## config.mk

```make
export PLATFORM = sky130hd
export DESIGN_NAME = display_timings_480p
export DESIGN_NICKNAME = d
export VERILOG_FILES = /design/src/rtl/display_timing_pkg.sv /design/src/rtl/timing_axis.sv /design/src/rtl/display_timings_480p.sv
export SDC_FILE = /design/constraint.sdc
export NUM_CORES = 1
export LEC_CHECK = 0
export BUFFER_PORTS_ARGS = -buffer_cell sky130_fd_sc_hd__buf_2
export CAP_MARGIN = 20
export CORE_UTILIZATION = 50
export DETAILED_ROUTE_END_ITERATION = 6
export GPL_ROUTABILITY_DRIVEN = 0
export HOLD_SLACK_MARGIN = 0.05
export PLACE_DENSITY = 0.73
export SLEW_MARGIN = 20
export SYNTH_ARGS = -nofsm -noshare
export SYNTH_HDL_FRONTEND = slang
export SYNTH_SLANG_ARGS = --single-unit
```

## constraint.sdc

```tcl
create_clock -name clk_pix -period 5.2 [get_ports clk_pix]
set_clock_uncertainty 0.15 [all_clocks]
set_input_delay 1.04 -clock clk_pix [delete_from_list [all_inputs] [get_ports clk_pix]]
set_output_delay 1.04 -clock clk_pix [all_outputs]
set_load 0.005 [all_outputs]
```

## src/rtl/display_timing_pkg.sv

```systemverilog
// Shared phase encoding and 640x480@60 default timing constants for the
// display timing generator.
package display_timing_pkg;

  typedef enum logic [1:0] {
    ACTIVE,
    FRONT,
    SYNC,
    BACK
  } phase_e;

  localparam int DEF_H_ACTIVE = 640;
  localparam int DEF_H_FRONT  = 16;
  localparam int DEF_H_SYNC   = 96;
  localparam int DEF_H_BACK   = 48;
  localparam int DEF_V_ACTIVE = 480;
  localparam int DEF_V_FRONT  = 10;
  localparam int DEF_V_SYNC   = 2;
  localparam int DEF_V_BACK   = 33;

endpackage

```

## src/rtl/timing_axis.sv

```systemverilog
// One axis of the raster: a wrapping position counter plus the
// ACTIVE->FRONT->SYNC->BACK phase machine, exposing the next phase so the
// parent can register outputs coincident with the counter.
module timing_axis
  import display_timing_pkg::*;
#(
  parameter int CORDW      = 10,
  parameter int LEN_ACTIVE = DEF_H_ACTIVE,
  parameter int LEN_FRONT  = DEF_H_FRONT,
  parameter int LEN_SYNC   = DEF_H_SYNC,
  parameter int LEN_BACK   = DEF_H_BACK
) (
  input  logic             clk_i,
  input  logic             rst_ni,
  input  logic             en_i,
  output logic [CORDW-1:0] count_o,
  output phase_e           phase_next_o,
  output logic             wrap_o
);

  localparam int TOTAL = LEN_ACTIVE + LEN_FRONT + LEN_SYNC + LEN_BACK;

  if (TOTAL > (1 << CORDW)) begin : g_total_check
    $error("timing_axis: total count does not fit in CORDW bits");
  end

  localparam logic [CORDW-1:0] LAST_ACTIVE = CORDW'(LEN_ACTIVE - 1);
  localparam logic [CORDW-1:0] LAST_FRONT  = CORDW'(LEN_ACTIVE + LEN_FRONT - 1);
  localparam logic [CORDW-1:0] LAST_SYNC   = CORDW'(LEN_ACTIVE + LEN_FRONT + LEN_SYNC - 1);
  localparam logic [CORDW-1:0] LAST_TOTAL  = CORDW'(TOTAL - 1);

  logic [CORDW-1:0] count_q, count_d;
  phase_e           phase_q, phase_d;

  assign wrap_o       = en_i && (count_q == LAST_TOTAL);
  assign count_o      = count_q;
  assign phase_next_o = phase_d;

  always_comb begin
    // NOTE: defaults first so every path assigns both signals and no latch is inferred.
    count_d = count_q;
    phase_d = phase_q;
    if (en_i) begin
      count_d = (count_q == LAST_TOTAL) ? '0 : count_q + CORDW'(1);
      case (phase_q)
        ACTIVE:  if (count_q == LAST_ACTIVE) phase_d = FRONT;
        FRONT:   if (count_q == LAST_FRONT)  phase_d = SYNC;
        SYNC:    if (count_q == LAST_SYNC)   phase_d = BACK;
        BACK:    if (count_q == LAST_TOTAL)  phase_d = ACTIVE;
        default: phase_d = BACK;
      endcase
    end
  end

  // Reset parks on the last position so the first advance lands on 0.
  always_ff @(posedge clk_i or negedge rst_ni) begin
    if (!rst_ni) begin
      count_q <= LAST_TOTAL;
      phase_q <= BACK;
    end else begin
      // NOTE: non-blocking so all registers update from the same pre-edge values.
      count_q <= count_d;
      phase_q <= phase_d;
    end
  end

endmodule

```

## src/rtl/display_timings_480p.sv

```systemverilog
// Raster timing generator: horizontal and vertical axis counters with
// registered sync, data-enable and start-of-line/frame strobes.
module display_timings_480p
  import display_timing_pkg::*;
#(
  parameter int H_ACTIVE = DEF_H_ACTIVE,
  parameter int H_FRONT  = DEF_H_FRONT,
  parameter int H_SYNC   = DEF_H_SYNC,
  parameter int H_BACK   = DEF_H_BACK,
  parameter int V_ACTIVE = DEF_V_ACTIVE,
  parameter int V_FRONT  = DEF_V_FRONT,
  parameter int V_SYNC   = DEF_V_SYNC,
  parameter int V_BACK   = DEF_V_BACK,
  parameter int SYNC_POL = 0,
  parameter int CORDW    = 10
) (
  input  logic             clk_pix,
  input  logic             rst_n,
  input  logic             clk_locked,
  output logic [CORDW-1:0] sx,
  output logic [CORDW-1:0] sy,
  output logic             hsync,
  output logic             vsync,
  output logic             de,
  output logic             frame,
  output logic             line
);

  localparam logic SYNC_ACT = (SYNC_POL != 0);

  logic   h_wrap, v_wrap;
  phase_e h_phase_next, v_phase_next;

  timing_axis #(
    .CORDW(CORDW), .LEN_ACTIVE(H_ACTIVE), .LEN_FRONT(H_FRONT),
    .LEN_SYNC(H_SYNC), .LEN_BACK(H_BACK)
  ) u_h_axis (
    .clk_i        (clk_pix),
    .rst_ni       (rst_n),
    .en_i         (clk_locked),
    .count_o      (sx),
    .phase_next_o (h_phase_next),
    .wrap_o       (h_wrap)
  );

  // The vertical axis only moves on the horizontal wrap, which already
  // implies clk_locked; its own wrap therefore marks landing on (0,0).
  timing_axis #(
    .CORDW(CORDW), .LEN_ACTIVE(V_ACTIVE), .LEN_FRONT(V_FRONT),
    .LEN_SYNC(V_SYNC), .LEN_BACK(V_BACK)
  ) u_v_axis (
    .clk_i        (clk_pix),
    .rst_ni       (rst_n),
    .en_i         (h_wrap),
    .count_o      (sy),
    .phase_next_o (v_phase_next),
    .wrap_o       (v_wrap)
  );

  logic hsync_q, hsync_d, vsync_q, vsync_d, de_q, de_d;
  logic frame_q, frame_d, line_q, line_d;

  always_comb begin
    de_d    = (h_phase_next == ACTIVE) && (v_phase_next == ACTIVE);
    hsync_d = (h_phase_next == SYNC) ? SYNC_ACT : ~SYNC_ACT;
    vsync_d = (v_phase_next == SYNC) ? SYNC_ACT : ~SYNC_ACT;
    line_d  = h_wrap;
    frame_d = v_wrap;
  end

  always_ff @(posedge clk_pix or negedge rst_n) begin
    if (!rst_n) begin
      hsync_q <= ~SYNC_ACT;
      vsync_q <= ~SYNC_ACT;
      de_q    <= 1'b0;
      frame_q <= 1'b0;
      line_q  <= 1'b0;
    end else begin
      hsync_q <= hsync_d;
      vsync_q <= vsync_d;
      de_q    <= de_d;
      frame_q <= frame_d;
      line_q  <= line_d;
    end
  end

  assign hsync = hsync_q;
  assign vsync = vsync_q;
  assign de    = de_q;
  assign frame = frame_q;
  assign line  = line_q;

endmodule

```

Word-level counts from Yosys, hierarchy flattened:

Index checks and enable logic that the tools add are counted.

* flip-flop bits (word level): 29
* output and inout port bits: 25
* word-level logic and storage cells: 50
* input port bits: 3

* reduce and logical (&&, ||, !) cells: 7
* add/sub/neg operators: 2
* eq/ne operators: 16
* multiplexer cells: 16

Operators with widths (count)
* $eq A10 B10 Y1 const B: 5
* $eq A10 B9 Y1 const B: 3
* $add A10 B1 Y10 const B: 2
* $mux W10: 2
* $mux W2: 10
* $pmux W2 S4: 2
* $eq A2 B2 Y1 const B: 6
* $logic_not A2 Y1: 4
* $eq A2 B1 Y1 const B: 2
* $logic_and A1 B1 Y1: 3
* $mux W1: 2

Longest topological paths before layout:

* word-level depth: 6
* depth in mapped cells: 8
* gate-level depth less buffers: 7

Modules after synthesis:

A second synthesis with hierarchy kept.

* cell total of the unflattened synthesis: 131
* area total of the unflattened synthesis: 1487.7 sq um

By module, submodules not included
* timing_axis (u_v_axis): times used 1, area each 690.7 sq um, cells each 66, seq. area each 306.5 sq um
* timing_axis (u_h_axis): times used 1, area each 644.4 sq um, cells each 57, seq. area each 311.5 sq um
* display_timings_480p: times used 1, area each 152.6 sq um, cells each 8, seq. area each 127.6 sq um

Least setup slack after synthesis:

No wires, ideal clock.

* path kind: input port to flip-flop
* start point: input clk_locked
* end point: register de_q, in the netlist de
* setup time: 0.080 ns
* cell stages on the path: 7
* data required time: 4.970 ns
* path buffers: 2
* data arrival time: 2.259 ns
* setup slack: 2.710 ns
* path through: buf_2 and4bb_2 and4_1 buf_2 o21ai_0 a21o_1 nor3_2

* cells in the longest elaborated chain, start to end: 4
* elaborated cells on any way between the ends: 6
* classes of those cells: mux (2); reduce/logical (4)

Ends and longest elaborated chain
* start, declared: line display_timings_480p.sv:19 `input logic clk_locked,`
* $logic_and A1 B1 Y1: line timing_axis.sv:35 `assign wrap_o = en_i && (count_q == LAST_TOTAL);`
* $mux W2: line timing_axis.sv:43 `if (en_i) begin`
* named net u_v_axis.phase_next_o[0]: line timing_axis.sv:17 `output phase_e phase_next_o,`
* $logic_not A2 Y1: line display_timings_480p.sv:64 `de_d = (h_phase_next == ACTIVE) && (v_phase_next == ACTIVE);`
* $logic_and A1 B1 Y1: line display_timings_480p.sv:64
* named net de_d: line display_timings_480p.sv:60 `logic hsync_q, hsync_d, vsync_q, vsync_d, de_q, de_d;`
* end signal, assigned: line display_timings_480p.sv:75 `de_q <= 1'b0;`
* end signal, assigned: line display_timings_480p.sv:81 `de_q <= de_d;`
* end, declared: line display_timings_480p.sv:60

The timed path passes the listed nets, and every way through them passes these cells.
A chain may end at the register's enable or synchronous reset.

Final worst setup path:

Ends and elaborated chain as after synthesis.

==> results.md <==
- The run finished, with violations left.
- The final reports fail on DRC.
- The reported leakage power is slightly below 0.8 nW.
- The depth of the CTS H-tree is 2.
- Dividing total power by cell area gives a power density of ~330 nW/µm².
- The first routing iteration left 36 violations.
- Setup total negative slack on the finished layout was measured at 0 ns.
- Setup slack on the critical path of the routed design comes to 2.57 ns.
- The post-place setup slack is 2.27 ns.
- The clock tree from TritonCTS is done.
- The post-synth net total is 153.
- The max-slew violation total from the final report is 0.
- The worst-case IR drop observed on VDD is 0.282 mV.
- The post-detailed-routing wire length is 2.99 mm.
- The count of nets left with antenna violations once routing finished came out at 0.
- Dividing the synthesized area by the synthesized cell count gives 10.3 µm².
- Clock-pin slew was measured on the worst setup and hold paths at ~0.10 ns.
- Counting along the longest clock path gives a buffer depth of 2.
- The via count normalized by instance count is 5.89.
- The die is 56.8 µm wide.
- The cell count after synthesis came out at 146.
- The clock latency on the worst-skew pair is roughly 0.32 ns.
- In this run the vertical extent of the chip is 56.8 µm.
- The wire-length estimate of the detail-placed layout is around 2.1 mm.
- The number of storage elements in the synthesis netlist is 29.
- In this design, the largest share of critical-path delay is due to simple AND/OR/NAND/NOR gates.
- After filler insertion, the fill cell instance count of the layout stands at 227.
- In this run the tightest slew margin relative to its limit is 57.5%.
- The library cell used as clock root buffer is clkbuf_4.
- Buffers inserted during clock tree synthesis total 5.
- The total count of hold-check failures in the final report is 0.
- The worst hold path belongs to the class reg2reg.
- The routed layout has between 1000 and 1500 vias.
- Global routing used 21.0% of the available tracks.
- The wire length of the first global-routing pass is roughly 5.2 mm.
- The area of the core is 2810 µm².
- The final setup violation count is 0.
- The launching element type of the critical path is an input port.
- In this run the worst path has a maximum fanout of 21.
- On the final layout, the worst hold slack is ~0.36 ns.
- Data on the critical path is required at its endpoint by 5.29 ns.
- Entering global routing, the biggest net connects 30 pins.
- Among all stages on the critical path, the largest delay is contributed by and4_1.
- By area the synthesized netlist is led by dfstp_2 28%, dfrtp_1 22%, xnor2_1 5.3%, ha_1 3.3%, o21ai_0 3.0%.
- The combined area of all synthesized cells is 1500 µm².
- Sorting the synthesized cells by how often they occur yields 16 x dfstp_2, 13 x dfrtp_1, 12 x nand2_1.
- The share of the clock period used by the worst path after layout is slightly above 50%.
- In this run the post-CTS setup repair buffer count came out at 0.
- The I/O pin count is 28.
- The post-cts repair resize count is 0.
- The clock sink count is 29.
- The transition at the pin with the smallest max-transition slack is 0.637 ns.
- Data on the critical path arrives at its endpoint at approximately 2.7 ns.
- Among all flip-flop cells after synthesis, the most frequent one is dfstp_2.
- The number of antenna repair diodes is 0.
- The number of antenna violations at the first check in global routing is 0.
- From synthesis to final layout, the design area changed by 15.3%.
- The die area is 3220 µm².
- The worst path in the final design needs a cycle of about 2.6 ns, including I/O delays and setup.
- The fraction of post-synthesis cell area in the top cell type by area is approximately 28%.
- Setup repair after global routing left no endpoint under its margin.
- The number of buffers and inverters on the critical path is 1.
- The most frequent cell after synthesis is dfstp_2.
- The category of the critical setup timing path is in2reg.
- The number of hold buffers added after cts is 0.
- In this run the core area contains 19 standard-cell rows.
- The register area share after synthesis is 49.7%.
- The number of global-route vias before repair is 1206.
- Max-cap violations in this run came to 0.
- The count of buffers from port buffering is 27.
- The detailed-route DRC error count is 2.
- Of the cells placed in the final design, the portion with a size suffix greater than 1 is between 30% and 40%.
- For this configuration, the core starts out at a cell density of 53.4%.
- After synthesis, the share of flip-flops with an asynchronous set or reset is 100%.
- The detail-routed net length per standard cell is 14.3 µm.
- STA classifies the critical path endpoint as a flip-flop.
- Global routing finished with a remaining overflow of 0.
- The number of nets at the end of the flow is between 150 and 200.
- For this run, the slowest stage of the critical path takes 0.62 ns.
- The cell type with the largest total area after synthesis is dfstp_2.
- For this run, the detailed router's first-pass iteration total came to 6.
- The signal on the critical path passes through buf_2 > and4bb_2 > and4_1 > o21ai_0 > a21o_1 > nor3_2.
- In this run, synthesis inferred 0 flip-flops with an integrated enable.
- The count of warnings emitted by yosys is 0.
- The maximum clock rate is between 0.3 and 0.4 GHz.
- The count of cell types in the netlist is 38.
layout by cell type (no fill, tap or decap), types with 2 or more instances in the layout:
master,instances
o21ai_0,9
nand4_1,6
dfstp_2,16
xnor2_1,9
nand3_1,5
buf_2,27
a21oi_1,4
inv_1,9
o22ai_1,2
ha_1,4
clkbuf_8,2
o31ai_1,2
clkbuf_4,5
dfrtp_1,13
nor3_1,4
nor2b_1,2
and4_1,5
nand2_1,12
and3_1,4
nor4_1,3
nor2_1,9
nand3b_1,3
nand2b_1,5
tightest hold or removal path, delay by kind of cell (launching register included):
kind	cells	cell delay, ns
flip-flops	1	0.40
AO/OA/AOI/OAI	1	0.07
buffers and inverters	1	0.05
stage by stage:
stage / instance area [µm²] / cells / total power (W) / util, %
after global routing: 1730 / 209 / 0.000596 / 61.6
after CTS: 1730 / 209 / 0.000569 / 61.6
final: 1730 / 209 / 0.000565 / 61.6
after detailed placement: 1660 / 201 / 0.000412 / 59.1
after floorplan: 1500 / 146 / 0.000365 / -
after global placement: 1660 / 201 / 0.000410 / 59.1
layer usage:
metal | GRT usage (%) | part of all wire [%]
met1 | 26.9 | 47
met2 | 32.8 | 47
met3 | 5.53 | 5.6
met4 | 10.8 | 0.90
met5 | 0 | 0
registers in the layout (all words and copies together), names as in the netlist:
register and cells:
u_v_axis.phase_q 2, vsync 1, hsync 1, u_h_axis.count_o 10
u_h_axis.phase_q 2, frame 1, line 1, u_v_axis.count_o 10
de 1
cell families after synthesis:
group | share of synthesized area [%]
flops | 49.7
buf+inv | 3.25
xor+xnor | 5.84
compound gates | 8.93
simple gates | 27.5
mux | 1.42
fa+ha+maj | 3.34
where the power goes:
group	leakage [nW]	switching, W	internal, W
clock network	0.0413	0.0000796	0.0000783
logic	0.419	0.0000440	0.0000477
registers	0.332	0.0000443	0.000271
total	0.793	0.000168	0.000397
final timing paths:
kind	startpoint	endpoint	slack, ns	cells past startpoint
max	clk_locked	de$_DFF_PN0_	2.57	6
min	u_h_axis.count_o[1]$_DFFE_PN1P_	u_h_axis.count_o[1]$_DFFE_PN1P_	0.36	2
max reg2reg	u_h_axis.count_o[0]$_DFFE_PN1P_	de$_DFF_PN0_	2.65	6
min reg2reg	u_h_axis.count_o[1]$_DFFE_PN1P_	u_h_axis.count_o[1]$_DFFE_PN1P_	0.36	2
max in group asynchronous	rst_n	u_v_axis.count_o[1]$_DFFE_PN0N_	3.94	1
min in group asynchronous	rst_n	u_v_axis.count_o[4]$_DFFE_PN0N_	0.57	1
cell type report:
| cell class | instances | area [µm²] | area share [%] |
|---|---|---|---|
| clock buffers | 7 | 65.1 | 3.77 |
| repair buffers | 27 | 135 | 7.82 |
| multi-input cells | 105 | 704 | 40.8 |
| inverters | 9 | 33.8 | 1.96 |
| well taps | 31 | 38.8 | 2.24 |
| clock inverters | 1 | 5.00 | 0.290 |
| flip-flops and latches | 29 | 746 | 43.2 |
No activity file was read; power rests on OpenSTA's default activity.
